`src/rtl/dmem_arbiter_pkg.sv`:
```
// Shared encodings and width defaults for the data-RAM arbiter.
// Latency: n/a (package only).
// Backpressure: n/a (package only).
package dmem_arbiter_pkg;

    localparam int DEF_ADDR_W = 7;
    localparam int DEF_DATA_W = 16;

    // Arbiter sequencing states; 2'b11 is unused and falls back to ST_IDLE.
    typedef enum logic [1:0] {
        ST_IDLE   = 2'b00,
        ST_ACCESS = 2'b01,
        ST_RESP   = 2'b10
    } state_t;

    // Which requester owns the access currently in flight.
    localparam logic OWN_CPU  = 1'b0;
    localparam logic OWN_HOST = 1'b1;

endpackage

```
`src/rtl/dmem_arb_select.sv`:
```
// Winner selection between CPU and host, with a bounded host starvation counter.
// Latency: grant_host is combinational; wait_cnt updates on the arbitration edge.
// Backpressure: none; the counter only moves when arb_en marks a real arbitration.
module dmem_arb_select
    import dmem_arbiter_pkg::*;
#(
    parameter int HOST_MAX_WAIT = 4
)
(
    input  logic clk,
    input  logic reset,
    input  logic arb_en,
    input  logic cpu_req,
    input  logic host_req,
    output logic grant_host
);

    localparam int               CNT_W   = (HOST_MAX_WAIT > 0) ? $clog2(HOST_MAX_WAIT + 1) : 1;
    localparam logic [CNT_W-1:0] MAX_CNT = CNT_W'(HOST_MAX_WAIT);

    // Number of contended arbitrations the host has lost since its last grant.
    logic [CNT_W-1:0] wait_cnt;

    // Host wins when alone, or when it has lost enough contended rounds.
    always_comb begin
        grant_host = host_req & (~cpu_req | (wait_cnt == MAX_CNT));
    end

    // Clear on any host grant, count contended CPU wins, never wrap.
    always_ff @(posedge clk) begin
        if (reset) begin
            wait_cnt <= '0;
        end else if (arb_en) begin
            if (grant_host) begin
                wait_cnt <= '0;
            end else if (cpu_req && host_req && (wait_cnt != MAX_CNT)) begin
                wait_cnt <= wait_cnt + CNT_W'(1);
            end
        end
    end

endmodule

```
`src/rtl/dmem_arbiter.sv`:
```
// Shares the single-port data RAM between the CPU load/store path and the host port.
// Latency: 3 cycles from request seen in IDLE to ack (IDLE, ACCESS, RESP); 1 access per 3 cycles.
// Backpressure: requesters hold req until their one-cycle ack; cpu_stall holds the PC meanwhile.
module dmem_arbiter
    import dmem_arbiter_pkg::*;
#(
    parameter int ADDR_W        = DEF_ADDR_W,
    parameter int DATA_W        = DEF_DATA_W,
    parameter int HOST_MAX_WAIT = 4
)
(
    input  logic              CLK,
    input  logic              RESET,
    input  logic              cpu_req,
    input  logic              cpu_wen,
    input  logic [ADDR_W-1:0] cpu_addr,
    input  logic [DATA_W-1:0] cpu_wdata,
    output logic              cpu_ack,
    output logic [DATA_W-1:0] cpu_rdata,
    output logic              cpu_stall,
    input  logic              host_req,
    input  logic              host_wen,
    input  logic [ADDR_W-1:0] host_addr,
    input  logic [DATA_W-1:0] host_wdata,
    output logic              host_ack,
    output logic [DATA_W-1:0] host_rdata,
    output logic              ram_wen,
    output logic [ADDR_W-1:0] ram_addr,
    output logic [DATA_W-1:0] ram_din,
    input  logic [DATA_W-1:0] ram_dout
);

    state_t state;
    state_t state_nxt;
    logic   owner;
    logic   cmd_load;
    logic   cmd_clr;
    logic   grant_host;

    dmem_arb_select #(
        .HOST_MAX_WAIT (HOST_MAX_WAIT)
    ) u_sel (
        .clk        (CLK),
        .reset      (RESET),
        .arb_en     (cmd_load),
        .cpu_req    (cpu_req),
        .host_req   (host_req),
        .grant_host (grant_host)
    );

    // State register.
    always_ff @(posedge CLK) begin
        if (RESET) begin
            state <= ST_IDLE;
        end else begin
            state <= state_nxt;
        end
    end

    // Next state plus command load/clear strobes; requests are only looked at in IDLE.
    always_comb begin
        state_nxt = state;
        cmd_load  = 1'b0;
        cmd_clr   = 1'b0;
        case (state)
            ST_IDLE: begin
                if (cpu_req || host_req) begin
                    state_nxt = ST_ACCESS;
                    cmd_load  = 1'b1;
                end
            end
            ST_ACCESS: begin
                state_nxt = ST_RESP;
                cmd_clr   = 1'b1;
            end
            ST_RESP: begin
                state_nxt = ST_IDLE;
            end
            default: begin
                state_nxt = ST_IDLE;
            end
        endcase
    end

    // RAM command and owner registers; write enable lives only for the ACCESS cycle.
    always_ff @(posedge CLK) begin
        if (RESET) begin
            owner    <= OWN_CPU;
            ram_wen  <= 1'b0;
            ram_addr <= '0;
            ram_din  <= '0;
        end else if (cmd_load) begin
            owner    <= grant_host ? OWN_HOST : OWN_CPU;
            ram_wen  <= grant_host ? host_wen   : cpu_wen;
            ram_addr <= grant_host ? host_addr  : cpu_addr;
            ram_din  <= grant_host ? host_wdata : cpu_wdata;
        end else if (cmd_clr) begin
            ram_wen  <= 1'b0;
        end
    end

    // Acks depend only on registered state so no req-to-ack combinational path exists.
    always_comb begin
        cpu_ack    = (state == ST_RESP) && (owner == OWN_CPU);
        host_ack   = (state == ST_RESP) && (owner == OWN_HOST);
        cpu_rdata  = ram_dout;
        host_rdata = ram_dout;
        cpu_stall  = cpu_req & ~cpu_ack;
    end

endmodule

```
`config.mk`:
```
export PLATFORM = sky130hd
export DESIGN_NAME = dmem_arbiter
export DESIGN_NICKNAME = d
export VERILOG_FILES = /design/src/rtl/dmem_arbiter_pkg.sv /design/src/rtl/dmem_arb_select.sv /design/src/rtl/dmem_arbiter.sv
export SDC_FILE = /design/constraint.sdc
export NUM_CORES = 1
export LEC_CHECK = 0
export CAP_MARGIN = 5
export CORE_ASPECT_RATIO = 0.75
export CORE_MARGIN = 3
export CORE_UTILIZATION = 37
export DETAILED_ROUTE_END_ITERATION = 12
export GPL_ROUTABILITY_DRIVEN = 0
export PLACE_DENSITY = 0.86
export SYNTH_ARGS = -nofsm -noshare
export SYNTH_HDL_FRONTEND = slang
export SYNTH_SLANG_ARGS = --single-unit
```
`constraint.sdc`:
```
create_clock -name CLK -period 2.3 [get_ports CLK]
set_input_delay 0.575 -clock CLK [delete_from_list [all_inputs] [get_ports CLK]]
set_output_delay 0.575 -clock CLK [all_outputs]
set_load 0.02 [all_outputs]
```
==> results.yml <==
status:
  status: "finished clean"
timing:
  rsz0062_at_grt: "no"
  max_slew_headroom_pct: 35.1
  timing.final.hold_violations: 0
  max_freq_mhz: 475
  post_route_setup_slack_ns: 0.193
  final_period_minus_worst_setup_slack_ns: 2.11
  timing_max_transition_violations_final: 0
  setup_viol: 0
  min_period_over_period_pct: 91.6
  skew_ns: 0.00504
  worst_pin_slew_ns: 0.973
floorplan:
  fp.dieArea_sq_um: 5470
  ios: 127
  die_x_microns: 84.4
  num_rows: 20
  initial_utilization_pct: 40.3
  core_region_area_sq_um: 4230
  die-height_microns: 64.8
clocking:
  htreeDepth: 2
  clk_pin_slew_ns: 0.06
  tritoncts.num_buffers: 5
  worstSkewPairLatency_ns: 0.27
  cts_buffer_depth: 2
  clock_tree_from_tritoncts: "yes"
  count_of_hold_buffers_inserted_by_post_cts_repair: 0
  ctsRootBufferMaster: "clkbuf_8"
  clock_sinks: 30
drt:
  detailed_route_via_count: 1715
  routed_wire_length_per_instance_microns: 15.9
  remaining_drc_errors: 0
  drt_first_iter_violations: 98
  via_per_inst: 5.57
  detail-route-antenna-nets: 0
  number_of_detailed_route_iterations_in_the_first_pass: 4
  totalWireLength_microns: 4890
global_routing:
  grtUsageTotal_pct: 18.4
  global_route_wire_length_before_repair_microns: 7940
  grt_overflow_total: 0
  first_global_vias: 1629
  grt_start_max_net_pins: 31
  antenna_found_initial: 0
final_layout:
  multiInputGateArea_sq_um: 769
  areaGrowthSynthToFinish_pct: 39.5
  ff_latch_area_sq_um: 601
  n_fill_cell: 420
  num-nets-final: 323
  fraction_of_final_layout_cells_with_drive_strength_greater_than_1_pct: 9.09
  antenna-diode-count: 0
  final_core_utilization_pct: 56.2
setup_path:
  worst_setup_path_start_kind: "primary input"
  worst_r2r_path_depth: 3
  worst_setup_sp: "cpu_req"
  worst_setup_path_endpoint: "ram_din[3]$_SDFFE_PP0P_"
  regToRegEndpoint: "ram_din[3]$_SDFFE_PP0P_"
  worst-setup-path-type: "primary input to register"
  cp.required_ns: 2.40
  setup.reg_to_reg.worst_slack_ns: 0.45
  cp.arrival_ns: 2.21
  worst_r2r_startpoint: "state[0]$_SDFFE_PP0P_"
  crit_path_end_kind: "register"
  critPathMaxFanout: 24
hold_path:
  min_path_cells: 2
  min-delay-path-class: "register to register"
pwr:
  power_density_nw_per_um2: 609
  total_leakage_power_nw: 0.848
  vdd_ir_drop_max_mv: 0.304
place:
  detailedPlacementHpwl_microns: 3490
  pre_cts_slack_ns: -0.0823
  port-buffer-count: 78
synthesis:
  syn-instance-count: 211
  synth_warnings: 0
  post_synth_num_cell_types: 25
  synth_nets: 281
  synth_seq_area_share_pct: 35.2
  syn-cell-area_sq_um: 1710
  synth.ff_latch_count: 30
  avgSynthCellArea_sq_um: 8.08
run:
  max_cap_violations: 0
## per-layer routing
| metal | vias up | share of wire, % | GRT usage, % |
|---|---|---|---|
| met4 | 0 | 1.0 | 4.74 |
| met1 | 777 | 41 | 21.4 |
| met2 | 102 | 46 | 29.2 |
| met5 | - | 0 | 0 |
| met3 | 7 | 12 | 10.5 |
| li1 | 829 | - | - |
## final cells by class
| class | instances | share of cell area, % |
|---|---|---|
| Timing Repair Buffer | 87 | 35.7 |
| Multi-Input combinational cell | 126 | 32.4 |
| Sequential cell | 30 | 25.2 |
| Clock buffer | 5 | 2.89 |
| Tap cell | 55 | 2.89 |
| Inverter | 3 | 0.473 |
| Clock inverter | 2 | 0.421 |
## Yosys cell counts (all sizes together)
cell | instances | area, sq um
nand3 | 25 | 125
nor3b | 2 | 15.0
buf | 43 | 298
or2 | 2 | 12.5
nor2 | 4 | 15.0
nand2 | 3 | 11.3
a21oi | 27 | 135
nand2b | 1 | 6.26
clkbuf | 9 | 35.0
inv | 3 | 11.3
o21ai | 26 | 130
nor3 | 1 | 5.00
dfxtp | 30 | 601
nor2b | 1 | 6.26
ha | 2 | 25.0
or3b | 1 | 11.3
a21boi | 1 | 7.51
or3 | 2 | 12.5
nand4 | 1 | 6.26
a21bo | 1 | 10.0
a22oi | 1 | 7.51
and3b | 1 | 8.76
a311oi | 24 | 210
## placed cells by master, fill, tap and decap left out, types with 2 or more instances in the layout
cell,netlist,final
or2_2,2,2
buf_4,33,9
nor2_2,0,2
a311oi_1,24,24
nand3_1,25,25
ha_1,2,2
clkinv_2,0,2
dfxtp_1,30,30
nor3b_1,2,2
a21oi_1,27,27
o21ai_0,26,26
nor2_1,4,2
inv_1,3,3
or3_1,2,2
nand2_1,3,3
clkbuf_8,0,5
clkdlybuf4s50_1,0,76
## worst max-delay path, stage by stage
cell and delay, ns:
clkdlybuf4s50_1 0.48, buf_4 0.13, nor2_1 0.06, nor2_2 0.74
a311oi_1 0.21
## metrics by stage
stage / power [mW] / cells / instance area (sq um) / hold slack [ns] / setup TNS [ns]
3_5_place_dp: 1.07 / 301 / 2300 / 0.467 / -1.14
3_3_place_gp: 1.06 / 301 / 2300 / 0.461 / -0.772
2_1_floorplan: 0.917 / 211 / 1710 / 0.449 / 0
4_1_cts: 1.46 / 308 / 2380 / 0.475 / 0
5_1_grt: 1.54 / 308 / 2380 / 0.528 / 0
6_report: 1.45 / 308 / 2380 / 0.473 / 0
## repair_timing
action,in CTS,in global routing
setup endpoints to repair,1,1
cloned,0,0
setup buffers,0,0
resized for setup,1,1
## sequential cells by signal, summed over array words and instances, names as in the netlist
| register | flops |
|---|---|
| owner | 1 |
| ram_addr | 7 |
| ram_din | 16 |
| ram_wen | 1 |
| state | 2 |
| u_sel.wait_cnt | 3 |
## power breakdown
part           switching (mW)  internal, mW
Sequential             0.0312         0.574
Clock                   0.187         0.202
Combinational           0.221         0.233
## worst min-delay path by stage
stage	start	endpoint	slack (ns)
6_report	u_sel.wait_cnt[1]$_SDFFE_PP0P_	u_sel.wait_cnt[1]$_SDFFE_PP0P_	0.47
5_1_grt	u_sel.wait_cnt[0]$_SDFFE_PP0P_	u_sel.wait_cnt[0]$_SDFFE_PP0P_	0.53
4_1_cts	u_sel.wait_cnt[1]$_SDFFE_PP0P_	u_sel.wait_cnt[1]$_SDFFE_PP0P_	0.47
3_5_place_dp	u_sel.wait_cnt[1]$_SDFFE_PP0P_	u_sel.wait_cnt[1]$_SDFFE_PP0P_	0.47
3_3_place_gp	u_sel.wait_cnt[1]$_SDFFE_PP0P_	u_sel.wait_cnt[1]$_SDFFE_PP0P_	0.46
2_1_floorplan	u_sel.wait_cnt[1]$_SDFFE_PP0P_	u_sel.wait_cnt[1]$_SDFFE_PP0P_	0.45
## kinds of logic after synthesis
family          Yosys count  share of synthesized area [%]
simple gates             44                           13.8
flops                    30                           35.2
compound gates           80                           29.3
buf+inv                  55                           20.2
fa+ha+maj                 2                           1.47
No activity file was read; power rests on OpenSTA's default activity.
==> edit, RTL diff (same settings) <==
The 3 states of `state_t` get a one-hot encoding in 3 bits.
--- a/src/rtl/dmem_arbiter_pkg.sv
+++ b/src/rtl/dmem_arbiter_pkg.sv
@@ -7,10 +7,10 @@
     localparam int DEF_DATA_W = 16;
 
     // Arbiter sequencing states; 2'b11 is unused and falls back to ST_IDLE.
-    typedef enum logic [1:0] {
-        ST_IDLE   = 2'b00,
-        ST_ACCESS = 2'b01,
-        ST_RESP   = 2'b10
+    typedef enum logic [2:0] {
+        ST_IDLE   = 3'b001,
+        ST_ACCESS = 3'b010,
+        ST_RESP   = 3'b100
     } state_t;
 
     // Which requester owns the access currently in flight.
Behaviour: same outputs for any inputs over 10 cycles, from zero or initial values and one cycle with RESET high; not proved beyond that.
==> edit against the original RTL <==
  * Count of clock-buffer cells in the layout is 1 higher
  * Power is 2.7% higher
  * Clock skew hardly changed
  * Synthesized cell count is 1.9% lower
  * Sequential cell count is 1 higher
  * Wire length is 8.6% lower
  * Via count is 7.2% lower
  * Non-clock buffer count is 5 higher
  * Synthesized area is 4.4% higher
  * Setup slack better by 21 ps
  * Cell area is 4.4% higher
  * Die area is 4.0% higher
  * Combinational power is 1% lower
  * Largest cell class unchanged
  * Highest routed layer unchanged
==> edit: results (changes against the original RTL) <==
==============================================================================
Run status                                                        finished, final reports clean
Leakage power                                                          1.02 nW   +20%
Number of cells in the design after placement                              308   +2.3%
Post-synthesis adder-cell area fraction                                  1.41%   -0.062 points
Hold Crit Depth                                                              1   -1
Worst rel slew slack                                                     79.4%   +44 points
DP Area                                                              2390 um^2   +3.9%
Fraction of the yosys area taken by sequential cells                     34.9%   -0.36 points
Vias in the first global route                                            1585   -2.7%
Data arrival time at the worst-slack endpoint                          2270 ps   +60 ps
R2R depth                                                                    6   +3
Worst-path fanout max                                                       27   +13%
Count of nets after finishing                                              328   +1.5%
Routed length on met3                                                   301 um   -49%
Area fraction in compound gates after synthesis                          24.5%   -4.8 points
CP max stage delay                                                      470 ps   -270 ps
Pin count of the biggest net entering global routing                        28   -9.7%
Largest vdd supply drop                                               0.296 mV   -2.7%
Filler Cell Count                                                          423   +0.71%
Power drawn by the clock network                                        409 uW   +5%
DRC violation total after the first TritonRoute iteration                   58   -41%
Wire length of the first global-routing pass                           7.44 mm   -6.3%
Sequential cell fraction of total power                                  42.4%   +0.6 points
Detailed-routed wire length on met2                                    1.99 mm   -11%
Main area contributors after synthesis                            sky130_fd_sc_hd__dfxtp_1 35%, sky130_fd_sc_hd__buf_4 14%, sky130_fd_sc_hd__a22o_1 12%, sky130_fd_sc_hd__nand2_1 10%, sky130_fd_sc_hd__o22ai_1 8.4%
Proportion of netlist area held by the largest area contributor          34.9%   -0.36 points
Length of routed wiring on met1                                        2.11 mm   +6.1%
Internal power summed over all cells                                   1.07 mW   +6.5%
Crit path max-delay family                                        buffers and inverters
Number of nets produced by synthesis                                       277   -1.4%
Largest registers ranked by flip-flop count                       ram_din: 16 flops, ram_addr: 7 flops
Final cell count without fillers                                           315   +2.3%
Number of instances in the synthesized netlist                             207   -1.9%
Number of vias in the routed layout                                       1592   -7.2%
==============================================================================
## edit: layout make-up
type	count	area [um^2]	share of cell area, %
timing repair buffer	92	886	35.7
multi-input combinational	124	802	32.3
sequential	31	621	25.0
clock buffer	6	82.6	3.33
tap	57	71.3	2.87
inverter	4	15.0	0.605
clock inverter	1	5.00	0.202
## edit: repair_timing
action                                  in CTS  in global routing
gates resized for setup                      3                  1
setup buffers                                0                  0
endpoints found under the setup margin       2                  1
## edit: final timing paths
| kind | startpoint | slack (ps) | end |
|---|---|---|---|
| min reg2reg | ram_din[13] | 470 | ram_din[13] |
| max | cpu_req | 210 | u_sel.wait_cnt[0] |
| max reg2reg | u_sel.wait_cnt[0] | 620 | u_sel.wait_cnt[0] |
| min | ram_din[13] | 470 | ram_din[13] |
## edit: per-layer routing
metal,up-vias,GRT usage [%]
li1,801,-
met1,736,20.3
met2,49,26.3
met3,6,6.35
met4,0,6.13
met5,-,0
